--- config.mk ---
export PLATFORM = sky130hd
export DESIGN_NAME = keyvalue_store_flat
export DESIGN_NICKNAME = d
export VERILOG_FILES = /design/src/rtl/keyvalue_pkg.sv /design/src/rtl/keyvalue_if.sv /design/src/rtl/keyvalue_match.sv /design/src/rtl/keyvalue_store.sv /design/src/flat_wrapper.sv
export SDC_FILE = /design/constraint.sdc
export NUM_CORES = 1
export LEC_CHECK = 0
export BUFFER_PORTS_ARGS = -buffer_cell sky130_fd_sc_hd__buf_2
export CAP_MARGIN = 20
export CORE_ASPECT_RATIO = 0.75
export CORE_UTILIZATION = 46
export CTS_BUF_LIST = sky130_fd_sc_hd__clkbuf_2
export DETAILED_ROUTE_END_ITERATION = 16
export GPL_TIMING_DRIVEN = 0
export HOLD_SLACK_MARGIN = 0.05
export SLEW_MARGIN = 10
export SYNTH_ARGS = -nofsm -noshare
export SYNTH_HDL_FRONTEND = slang
export SYNTH_SLANG_ARGS = --single-unit
--- constraint.sdc ---
create_clock -name sys_clk -period 3.97 [get_ports sys_clk]
set_input_delay 0.794 -clock sys_clk [delete_from_list [all_inputs] [get_ports sys_clk]]
set_output_delay 0.794 -clock sys_clk [all_outputs]
set_load 0.03 [all_outputs]
--- src/rtl/keyvalue_pkg.sv ---
// Shared types for the key/value store: opcodes, scan FSM states and the
// match/free search result returned by keyvalue_match.
package keyvalue_pkg;

   // Index fields are sized for the largest supported table; users slice down.
   localparam int IDX_MAX_W = 16;

   typedef enum logic [1:0] {
      OP_READ   = 2'd0,
      OP_INSERT = 2'd1,
      OP_LOOKUP = 2'd2,
      OP_DELETE = 2'd3
   } op_t;

   typedef enum logic {
      S_IDLE = 1'b0,
      S_SCAN = 1'b1
   } state_t;

   typedef struct packed {
      logic                 hit;
      logic [IDX_MAX_W-1:0] hit_idx;
      logic                 free;
      logic [IDX_MAX_W-1:0] free_idx;
   } match_res_t;

endpackage

--- src/rtl/keyvalue_if.sv ---
// Pipelined Wishbone-style request/response bundle for keyvalue_store.
interface keyvalue_if
   import keyvalue_pkg::*;
#(
   parameter int KEY_W = 16,
   parameter int VAL_W = 16,
   parameter int DEPTH = 8
);
   localparam int ADR_W = $clog2(DEPTH);

   logic             CYC_i;
   logic             STB_i;
   op_t              OP_i;
   logic [ADR_W-1:0] ADR_i;
   logic [KEY_W-1:0] KEY_i;
   logic [VAL_W-1:0] DAT_i;
   logic             STALL_o;
   logic             ACK_o;
   logic             ERR_o;
   logic [VAL_W-1:0] DAT_o;
   logic [KEY_W-1:0] KEY_o;
   logic [ADR_W-1:0] IDX_o;
   logic [ADR_W:0]   COUNT_o;
   logic             FULL_o;

   modport master (
      output CYC_i, STB_i, OP_i, ADR_i, KEY_i, DAT_i,
      input  STALL_o, ACK_o, ERR_o, DAT_o, KEY_o, IDX_o, COUNT_o, FULL_o
   );

   modport slave (
      input  CYC_i, STB_i, OP_i, ADR_i, KEY_i, DAT_i,
      output STALL_o, ACK_o, ERR_o, DAT_o, KEY_o, IDX_o, COUNT_o, FULL_o
   );
endinterface

--- src/rtl/keyvalue_match.sv ---
// Priority search over N slots: lowest valid slot whose key equals i_key, and
// lowest invalid slot. Reported indices are offset by i_base.
module keyvalue_match
   import keyvalue_pkg::*;
#(
   parameter int KEY_W = 16,
   parameter int N     = 1,
   parameter int IDX_W = 3
)(
   input  logic [N-1:0]            i_valid,
   input  logic [N-1:0][KEY_W-1:0] i_keys,
   input  logic [KEY_W-1:0]        i_key,
   input  logic [IDX_W-1:0]        i_base,
   output match_res_t              o_res
);

   always_comb begin
      o_res = '0;
      // Walk downward so the lowest qualifying index is written last and wins.
      for (int j = N-1; j >= 0; j--) begin
         if (i_valid[j] && (i_keys[j] == i_key)) begin
            o_res.hit     = 1'b1;
            o_res.hit_idx = IDX_MAX_W'(i_base) + IDX_MAX_W'(j);
         end
         if (!i_valid[j]) begin
            o_res.free     = 1'b1;
            o_res.free_idx = IDX_MAX_W'(i_base) + IDX_MAX_W'(j);
         end
      end
   end

endmodule

--- src/rtl/keyvalue_store.sv ---
// CAM-like key/value table on a pipelined bus slave. Default build scans one
// slot per cycle; define KEYVALUE_PARALLEL_EN for a single-cycle parallel search.
module keyvalue_store
   import keyvalue_pkg::*;
#(
   parameter  int KEY_W = 16,
   parameter  int VAL_W = 16,
   parameter  int DEPTH = 8,
   localparam int ADR_W = $clog2(DEPTH)
)(
   input  logic      sys_clk,
   input  logic      sys_rst_n,
   keyvalue_if.slave bus
);

   localparam int CNT_W = ADR_W + 1;

   logic [DEPTH-1:0]            r_valid;
   logic [DEPTH-1:0][KEY_W-1:0] r_keys;
   logic [DEPTH-1:0][VAL_W-1:0] r_vals;
   logic [CNT_W-1:0]            r_count;
   logic                        r_ack, r_err;
   logic [VAL_W-1:0]            r_dat;
   logic [KEY_W-1:0]            r_key;
   logic [ADR_W-1:0]            r_idx;

   match_res_t       w_res;
   logic             w_accept, w_go, w_last, w_rd_ok;
   op_t              w_op;
   logic [KEY_W-1:0] w_wkey;
   logic [VAL_W-1:0] w_wdat;
   logic             w_hit, w_free_any;
   logic [ADR_W-1:0] w_hit_idx, w_free_idx;
   logic             w_unused_idx;

   logic             w_ack, w_err, w_we, w_clr, w_inc, w_dec;
   logic [VAL_W-1:0] w_out_dat;
   logic [KEY_W-1:0] w_out_key;
   logic [ADR_W-1:0] w_out_idx, w_wr_idx;

   assign w_hit        = w_res.hit;
   assign w_hit_idx    = w_res.hit_idx[ADR_W-1:0];
   assign w_unused_idx = ^{w_res.hit_idx[IDX_MAX_W-1:ADR_W], w_res.free_idx[IDX_MAX_W-1:ADR_W]};
   assign w_rd_ok      = ({1'b0, bus.ADR_i} < CNT_W'(DEPTH)) && r_valid[bus.ADR_i];

`ifdef KEYVALUE_PARALLEL_EN
   keyvalue_match #(.KEY_W(KEY_W), .N(DEPTH), .IDX_W(ADR_W)) u_match (
      .i_valid (r_valid),
      .i_keys  (r_keys),
      .i_key   (bus.KEY_i),
      .i_base  ('0),
      .o_res   (w_res)
   );

   assign w_accept    = bus.CYC_i & bus.STB_i;
   assign w_go        = w_accept && (bus.OP_i != OP_READ);
   assign w_op        = bus.OP_i;
   assign w_wkey      = bus.KEY_i;
   assign w_wdat      = bus.DAT_i;
   assign w_last      = 1'b1;
   assign w_free_any  = w_res.free;
   assign w_free_idx  = w_res.free_idx[ADR_W-1:0];
   assign bus.STALL_o = 1'b0;
`else
   state_t           r_state, w_state_nx;
   logic [ADR_W-1:0] r_cnt;
   op_t              r_op;
   logic [KEY_W-1:0] r_key_l;
   logic [VAL_W-1:0] r_dat_l;
   logic             r_free_vld;
   logic [ADR_W-1:0] r_free_idx;

   keyvalue_match #(.KEY_W(KEY_W), .N(1), .IDX_W(ADR_W)) u_match (
      .i_valid (r_valid[r_cnt]),
      .i_keys  (r_keys[r_cnt]),
      .i_key   (r_key_l),
      .i_base  (r_cnt),
      .o_res   (w_res)
   );

   assign w_accept    = bus.CYC_i & bus.STB_i & (r_state == S_IDLE);
   assign w_go        = (r_state == S_SCAN) & bus.CYC_i;
   assign w_op        = r_op;
   assign w_wkey      = r_key_l;
   assign w_wdat      = r_dat_l;
   assign w_last      = (r_cnt == ADR_W'(DEPTH-1));
   // The slot under the comparator this cycle may itself be the first free one.
   assign w_free_any  = r_free_vld | w_res.free;
   assign w_free_idx  = r_free_vld ? r_free_idx : w_res.free_idx[ADR_W-1:0];
   assign bus.STALL_o = (r_state == S_SCAN);

   always_ff @(posedge sys_clk) begin
      if (!sys_rst_n) begin
         r_state    <= S_IDLE;
         r_cnt      <= '0;
         r_op       <= OP_READ;
         r_key_l    <= '0;
         r_dat_l    <= '0;
         r_free_vld <= 1'b0;
         r_free_idx <= '0;
      end else begin
         r_state <= w_state_nx;
         if (w_accept) begin
            r_cnt      <= '0;
            r_op       <= bus.OP_i;
            r_key_l    <= bus.KEY_i;
            r_dat_l    <= bus.DAT_i;
            r_free_vld <= 1'b0;
         end else if (r_state == S_SCAN) begin
            r_cnt <= r_cnt + 1'b1;
            if (!r_free_vld && w_res.free) begin
               r_free_vld <= 1'b1;
               r_free_idx <= w_res.free_idx[ADR_W-1:0];
            end
         end
      end
   end

   always_comb begin
      w_state_nx = r_state;
      case (r_state)
         S_IDLE:  if (w_accept && (bus.OP_i != OP_READ)) w_state_nx = S_SCAN;
         S_SCAN:  if (!bus.CYC_i || w_ack || (r_op == OP_READ)) w_state_nx = S_IDLE;
         default: w_state_nx = S_IDLE;
      endcase
   end
`endif

   always_comb begin
      w_ack     = 1'b0;
      w_err     = 1'b0;
      w_out_dat = r_dat;
      w_out_key = r_key;
      w_out_idx = r_idx;
      w_we      = 1'b0;
      w_clr     = 1'b0;
      w_wr_idx  = w_hit_idx;
      w_inc     = 1'b0;
      w_dec     = 1'b0;
      if (w_accept && (bus.OP_i == OP_READ)) begin
         w_ack = 1'b1;
         if (w_rd_ok) begin
            w_out_dat = r_vals[bus.ADR_i];
            w_out_key = r_keys[bus.ADR_i];
            w_out_idx = bus.ADR_i;
         end else begin
            w_err = 1'b1;
         end
      end else if (w_go) begin
         case (w_op)
            OP_LOOKUP: begin
               if (w_hit) begin
                  w_ack     = 1'b1;
                  w_out_dat = r_vals[w_hit_idx];
                  w_out_idx = w_hit_idx;
               end else if (w_last) begin
                  w_ack = 1'b1;
                  w_err = 1'b1;
               end
            end
            OP_DELETE: begin
               if (w_hit) begin
                  w_ack     = 1'b1;
                  w_clr     = 1'b1;
                  w_dec     = 1'b1;
                  w_out_dat = r_vals[w_hit_idx];
                  w_out_idx = w_hit_idx;
               end else if (w_last) begin
                  w_ack = 1'b1;
                  w_err = 1'b1;
               end
            end
            OP_INSERT: begin
               if (w_hit) begin
                  w_ack     = 1'b1;
                  w_we      = 1'b1;
                  w_out_idx = w_hit_idx;
               end else if (w_last) begin
                  w_ack = 1'b1;
                  if (w_free_any) begin
                     w_we      = 1'b1;
                     w_inc     = 1'b1;
                     w_wr_idx  = w_free_idx;
                     w_out_idx = w_free_idx;
                  end else begin
                     w_err = 1'b1;
                  end
               end
            end
            default: ;
         endcase
      end
   end

   always_ff @(posedge sys_clk) begin
      if (!sys_rst_n) begin
         r_valid <= '0;
         r_keys  <= '0;
         r_vals  <= '0;
         r_count <= '0;
         r_ack   <= 1'b0;
         r_err   <= 1'b0;
         r_dat   <= '0;
         r_key   <= '0;
         r_idx   <= '0;
      end else begin
         r_ack <= w_ack;
         r_err <= w_err;
         if (w_ack && !w_err) begin
            r_dat <= w_out_dat;
            r_key <= w_out_key;
            r_idx <= w_out_idx;
         end
         if (w_we) begin
            r_valid[w_wr_idx] <= 1'b1;
            r_keys[w_wr_idx]  <= w_wkey;
            r_vals[w_wr_idx]  <= w_wdat;
         end
         if (w_clr) r_valid[w_hit_idx] <= 1'b0;
         if (w_inc)      r_count <= r_count + 1'b1;
         else if (w_dec) r_count <= r_count - 1'b1;
      end
   end

   assign bus.ACK_o   = r_ack;
   assign bus.ERR_o   = r_err;
   assign bus.DAT_o   = r_dat;
   assign bus.KEY_o   = r_key;
   assign bus.IDX_o   = r_idx;
   assign bus.COUNT_o = r_count;
   assign bus.FULL_o  = (r_count == CNT_W'(DEPTH));

endmodule

--- src/flat_wrapper.sv ---
// flat-port wrapper written by rule: the top's interface ports become plain ports
module keyvalue_store_flat import keyvalue_pkg::*;
#(
   parameter  int KEY_W = 16,
   parameter  int VAL_W = 16,
   parameter  int DEPTH = 8,
   localparam int ADR_W = $clog2(DEPTH)
)
  (sys_clk, sys_rst_n, bus_CYC_i, bus_STB_i, bus_OP_i, bus_ADR_i, bus_KEY_i, bus_DAT_i, bus_STALL_o, bus_ACK_o, bus_ERR_o, bus_DAT_o, bus_KEY_o, bus_IDX_o, bus_COUNT_o, bus_FULL_o);
  keyvalue_if #(.KEY_W(KEY_W), .VAL_W(VAL_W), .DEPTH(DEPTH)) bus_i ();
  input  logic sys_clk;
  input  logic sys_rst_n;
  input wire logic [$bits(bus_i.CYC_i)-1:0] bus_CYC_i;
  input wire logic [$bits(bus_i.STB_i)-1:0] bus_STB_i;
  input wire logic [$bits(bus_i.OP_i)-1:0] bus_OP_i;
  input wire logic [$bits(bus_i.ADR_i)-1:0] bus_ADR_i;
  input wire logic [$bits(bus_i.KEY_i)-1:0] bus_KEY_i;
  input wire logic [$bits(bus_i.DAT_i)-1:0] bus_DAT_i;
  output wire logic [$bits(bus_i.STALL_o)-1:0] bus_STALL_o;
  output wire logic [$bits(bus_i.ACK_o)-1:0] bus_ACK_o;
  output wire logic [$bits(bus_i.ERR_o)-1:0] bus_ERR_o;
  output wire logic [$bits(bus_i.DAT_o)-1:0] bus_DAT_o;
  output wire logic [$bits(bus_i.KEY_o)-1:0] bus_KEY_o;
  output wire logic [$bits(bus_i.IDX_o)-1:0] bus_IDX_o;
  output wire logic [$bits(bus_i.COUNT_o)-1:0] bus_COUNT_o;
  output wire logic [$bits(bus_i.FULL_o)-1:0] bus_FULL_o;
  assign bus_i.CYC_i = bus_CYC_i;
  assign bus_i.STB_i = bus_STB_i;
  assign bus_i.OP_i = bus_OP_i;
  assign bus_i.ADR_i = bus_ADR_i;
  assign bus_i.KEY_i = bus_KEY_i;
  assign bus_i.DAT_i = bus_DAT_i;
  assign bus_STALL_o = bus_i.STALL_o;
  assign bus_ACK_o = bus_i.ACK_o;
  assign bus_ERR_o = bus_i.ERR_o;
  assign bus_DAT_o = bus_i.DAT_o;
  assign bus_KEY_o = bus_i.KEY_o;
  assign bus_IDX_o = bus_i.IDX_o;
  assign bus_COUNT_o = bus_i.COUNT_o;
  assign bus_FULL_o = bus_i.FULL_o;
  keyvalue_store #(.KEY_W(KEY_W), .VAL_W(VAL_W), .DEPTH(DEPTH)) u_core (.sys_clk(sys_clk), .sys_rst_n(sys_rst_n), .bus(bus_i));
endmodule
==> Implementation_results.wiki <==
{| class="wikitable"
! Metric !! Value
|-
| Cell variety after synth || 54
|-
| Dpl cells || 2226
|-
| Area share of the largest cell type after synthesis || 40.87%
|-
| Cell type with the largest total area after synthesis || dfxtp_1
|-
| Number of enable flip-flop cells after synthesis || 0
|-
| Hold-critical path depth || 3
|-
| Final setup skew || 0.1070 ns
|-
| Synthesized area || 17000 sq um
|-
| Required arrival time at the worst endpoint || 4.78 ns
|-
| Highest achievable clock rate || 257.1 MHz
|-
| Via count of the first global-routing pass || 14000
|-
| PnR worst setup slack || 0.08005 ns
|-
| Status || complete, no violations
|-
| Headroom to the max-slew limit || 18.84%
|-
| Post-Route WL || 59430 microns
|-
| Final non-filler cell total || 2422
|-
| Post-route ant nets || 0
|-
| Cell types occupying the most area after synthesis || dfxtp_1, mux2i_1, mux4_2, nand2_1, mux2_2
|-
| Part of the Yosys area used for sequential elements || 40.87%
|-
| Total number of vias || 14480
|-
| WL/cell || 24.54 microns
|-
| Clock tree from TritonCTS || yes
|-
| TritonCTS Sinks || 347
|-
| Global placement routability congestion || 0.9125
|-
| Top fanout value on the critical path || 10
|-
| Master of the slowest instance on the critical path || mux4_2
|-
| Worst Hold Class || in2reg
|-
| Arrival time reported for the critical path endpoint || 4.70 ns
|-
| Count of TritonRoute iterations in the first routing pass || 6
|-
| Area post-placement || 18030 sq um
|-
| Detailed placement HPWL || 40690 microns
|-
| Overall die area || 37730 sq um
|-
| Slowest cell delay on critical path || 0.52 ns
|-
| Bufs on Longest Clock Path || 3
|-
| Reported leakage power || 7.712 nW
|-
| Met2 Track Usage GR || 44.26%
|-
| Slew at the pin with the worst max-slew slack || 1.217 ns
|-
| Overall Power || 6.443 mW
|-
| Total of endpoints with negative setup slack in the final report || 0
|-
| Most Crowded Layer GR || met1
|-
| Combined global-route utilization of all metal layers || 31.48%
|-
| Die X-Extent || 224.0 microns
|-
| Post-route DRC || 0
|-
| Std cell rows || 60
|-
| Clock period minus final worst setup slack || 3.890 ns
|-
| Number of placed I/O pins || 84
|-
| Final worst-path cycle share || 97.98%
|-
| Leading post-synthesis cells by instance count || nand2_1, dfxtp_1, mux2i_1
|-
| Cell with the most instances after synthesis || nand2_1
|-
| Post-synth ARST share || 0%
|-
| H-tree depth || 3
|-
| Die span in y || 168.5 microns
|-
| Port bufs || 80
|-
| Power density over cell area || 327.9 nW/um^2
|-
| Crit. End Element || flip-flop
|-
| Mean cell area of the mapped netlist || 10.31 sq um
|-
| Worst supply voltage drop on vdd || 0.1800 mV
|-
| Post-DR vias/cell || 5.978
|-
| Fin util || 54.42%
|-
| Yosys reg bits || 347
|-
| Area delta synth->final || 15.61%
|-
| CORE AREA || 36110 sq um
|-
| GRT overflow || 0
|-
| Final Instance Area || 19650 sq um
|-
| Layout cells sized above 1 || 22.85%
|-
| Number of hold violations in the final report || 0
|-
| Number of nets in the synthesized netlist || 1695
|-
| Post-route setup TNS || 0 ns
|-
| Launching element type of the critical path || flip-flop
|-
| Synthesized instance count || 1649
|-
| Cell chain of the critical path || buf_12, mux4_2, mux2i_1, xor2_1, nand2_1, nor4_2, nand4_1, buf_4, buf_6, nor2b_4, a32o_2, or3_1, buf_4, buf_8, mux2i_1
|-
| Depth of the worst register-to-register path || 15
|-
| First-pass GRT wire length || 87790 microns
|-
| Clock-pin slew of the registers on the worst-case setup and hold paths || 0.12 ns
|-
| Max-cap viol count || 0
|-
| Critical path class || reg2reg
|-
| Drt first-iter violations || 1518
|-
| Max Slew Vio Count || 0
|-
| Initial Utilization || 47.07%
|-
| Post-placement setup slack || -1.171 ns
|-
| Root cell of the clock tree || clkbuf_2
|-
| Met1 Use GR || 46.17%
|-
| Pin count of the biggest net entering global routing || 12
|-
| Final-layout worst hold slack || 0.1278 ns
|-
| Synthesis warning total || 0
|-
| Most used flip-flop cell after synthesis || dfxtp_1
|-
| Global-route met3 utilization || 8.592%
|-
| Worst-skew pair later-pin latency || 1.03 ns
|-
| RSZ-0062 raised after global routing || no
|-
| Number of antenna violations at the first check in global routing || 2
|-
| Total CTS buffers || 87
|-
| Layout net count || 1913
|}
-- layout by cell type, fill, tap and decap left out, types with 7 or more instances in the layout --
| cell | count |
|---|---|
| mux2i_1 | 340 |
| dfxtp_1 | 344 |
| o22ai_1 | 16 |
| nand2_1 | 388 |
| buf_1 | 13 |
| nor2b_1 | 7 |
| nand3_1 | 12 |
| inv_1 | 8 |
| mux2_2 | 35 |
| buf_4 | 23 |
| nor2_1 | 28 |
| or2_2 | 8 |
| buf_2 | 83 |
| clkinv_1 | 14 |
| buf_12 | 7 |
| clkbuf_1 | 77 |
| mux4_2 | 86 |
| buf_6 | 17 |
| xnor2_1 | 9 |
| a21boi_0 | 34 |
| a221oi_1 | 16 |
| o21ai_0 | 11 |
| clkbuf_2 | 132 |
| a21oi_1 | 34 |
| o211a_1 | 17 |
| xor2_1 | 10 |
| dlygate4sd3_1 | 31 |
| o221ai_1 | 13 |
-- power breakdown --
part | switching [mW] | internal, mW | leakage, nW
logic | 0.309 | 0.147 | 4.34
clock network | 1.51 | 0.963 | 0.578
registers | 0.0164 | 3.50 | 2.80
-- final timing paths --
kind / startpoint / slack [ns] / to
min reg2reg: u_core.bus.IDX_o[1] / 0.47 / u_core.bus.IDX_o[1]
min: bus_DAT_i[11] / 0.13 / u_core.r_dat_l[11]
max reg2reg: u_core.r_cnt[0] / 0.08 / u_core.r_keys[83]
max: u_core.r_cnt[0] / 0.08 / u_core.r_keys[83]
-- cell families (layout without fill, tap and decap cells) --
| kind of cell | Yosys count | in the layout | synth area share (%) |
|---|---|---|---|
| AOI/OAI and AO/OA | 185 | 185 | 8.090 |
| xor gates and xnor gates | 20 | 20 | 1.031 |
| adders and majority gates | 5 | 5 | 0.4122 |
| buffers and inverters | 143 | 415 | 3.901 |
| DFF | 347 | 347 | 40.87 |
| muxes | 465 | 465 | 33.99 |
| other | 0 | 5 | 0 |
| and+or+nand+nor | 484 | 484 | 11.71 |
-- registers in the layout, summed over array words and instances (netlist names) --
register            cells
u_core.r_vals         128
u_core.r_cnt            3
u_core.bus.COUNT_o      4
u_core.bus.ACK_o        1
u_core.r_dat_l         16
u_core.r_key_l         16
u_core.r_free_idx       3
u_core.r_free_vld       1
u_core.bus.STALL_o      1
u_core.bus.KEY_o       16
u_core.r_valid          8
u_core.bus.IDX_o        3
u_core.bus.ERR_o        1
u_core.r_keys         128
u_core.bus.DAT_o       16
u_core.r_op             2
-- cell type report --
type | count | area, sq um
Inverter | 8 | 30.03
Antenna cell | 5 | 12.51
Fill cell | 3335 | 16460
Multi-Input combinational cell | 1159 | 9579
Timing Repair Buffer | 129 | 933.4
Clock buffer | 127 | 635.6
Buffer | 135 | 774.5
Clock inverter | 16 | 112.6
Tap cell | 496 | 620.6
Sequential cell | 347 | 6953
-- worst max-delay path: cells and delay by family, from the launching register on --
family | cells | cell delay [ns]
buffers and inverters | 5 | 0.86
AOI/OAI and AO/OA | 1 | 0.34
and+or+nand+nor | 5 | 1.07
DFF | 1 | 0.39
xor gates and xnor gates | 1 | 0.16
muxes | 3 | 0.84
-- what timing repair did --
action                     CTS  global route
hold endpoints to repair    31             0
gates resized for setup     46            40
cloned                       1             1
hold buffers                31             0
setup buffers               10             2
setup endpoints to repair  288           263
pin swaps                    7             3
-- per-layer routing --
metal | part of all wire [%] | wire (microns)
met4 | 2.4 | 1428
met3 | 11 | 6600
met2 | 41 | 24490
met5 | 0 | 0
met1 | 45 | 26910
(Power assumes the default switching activity.)
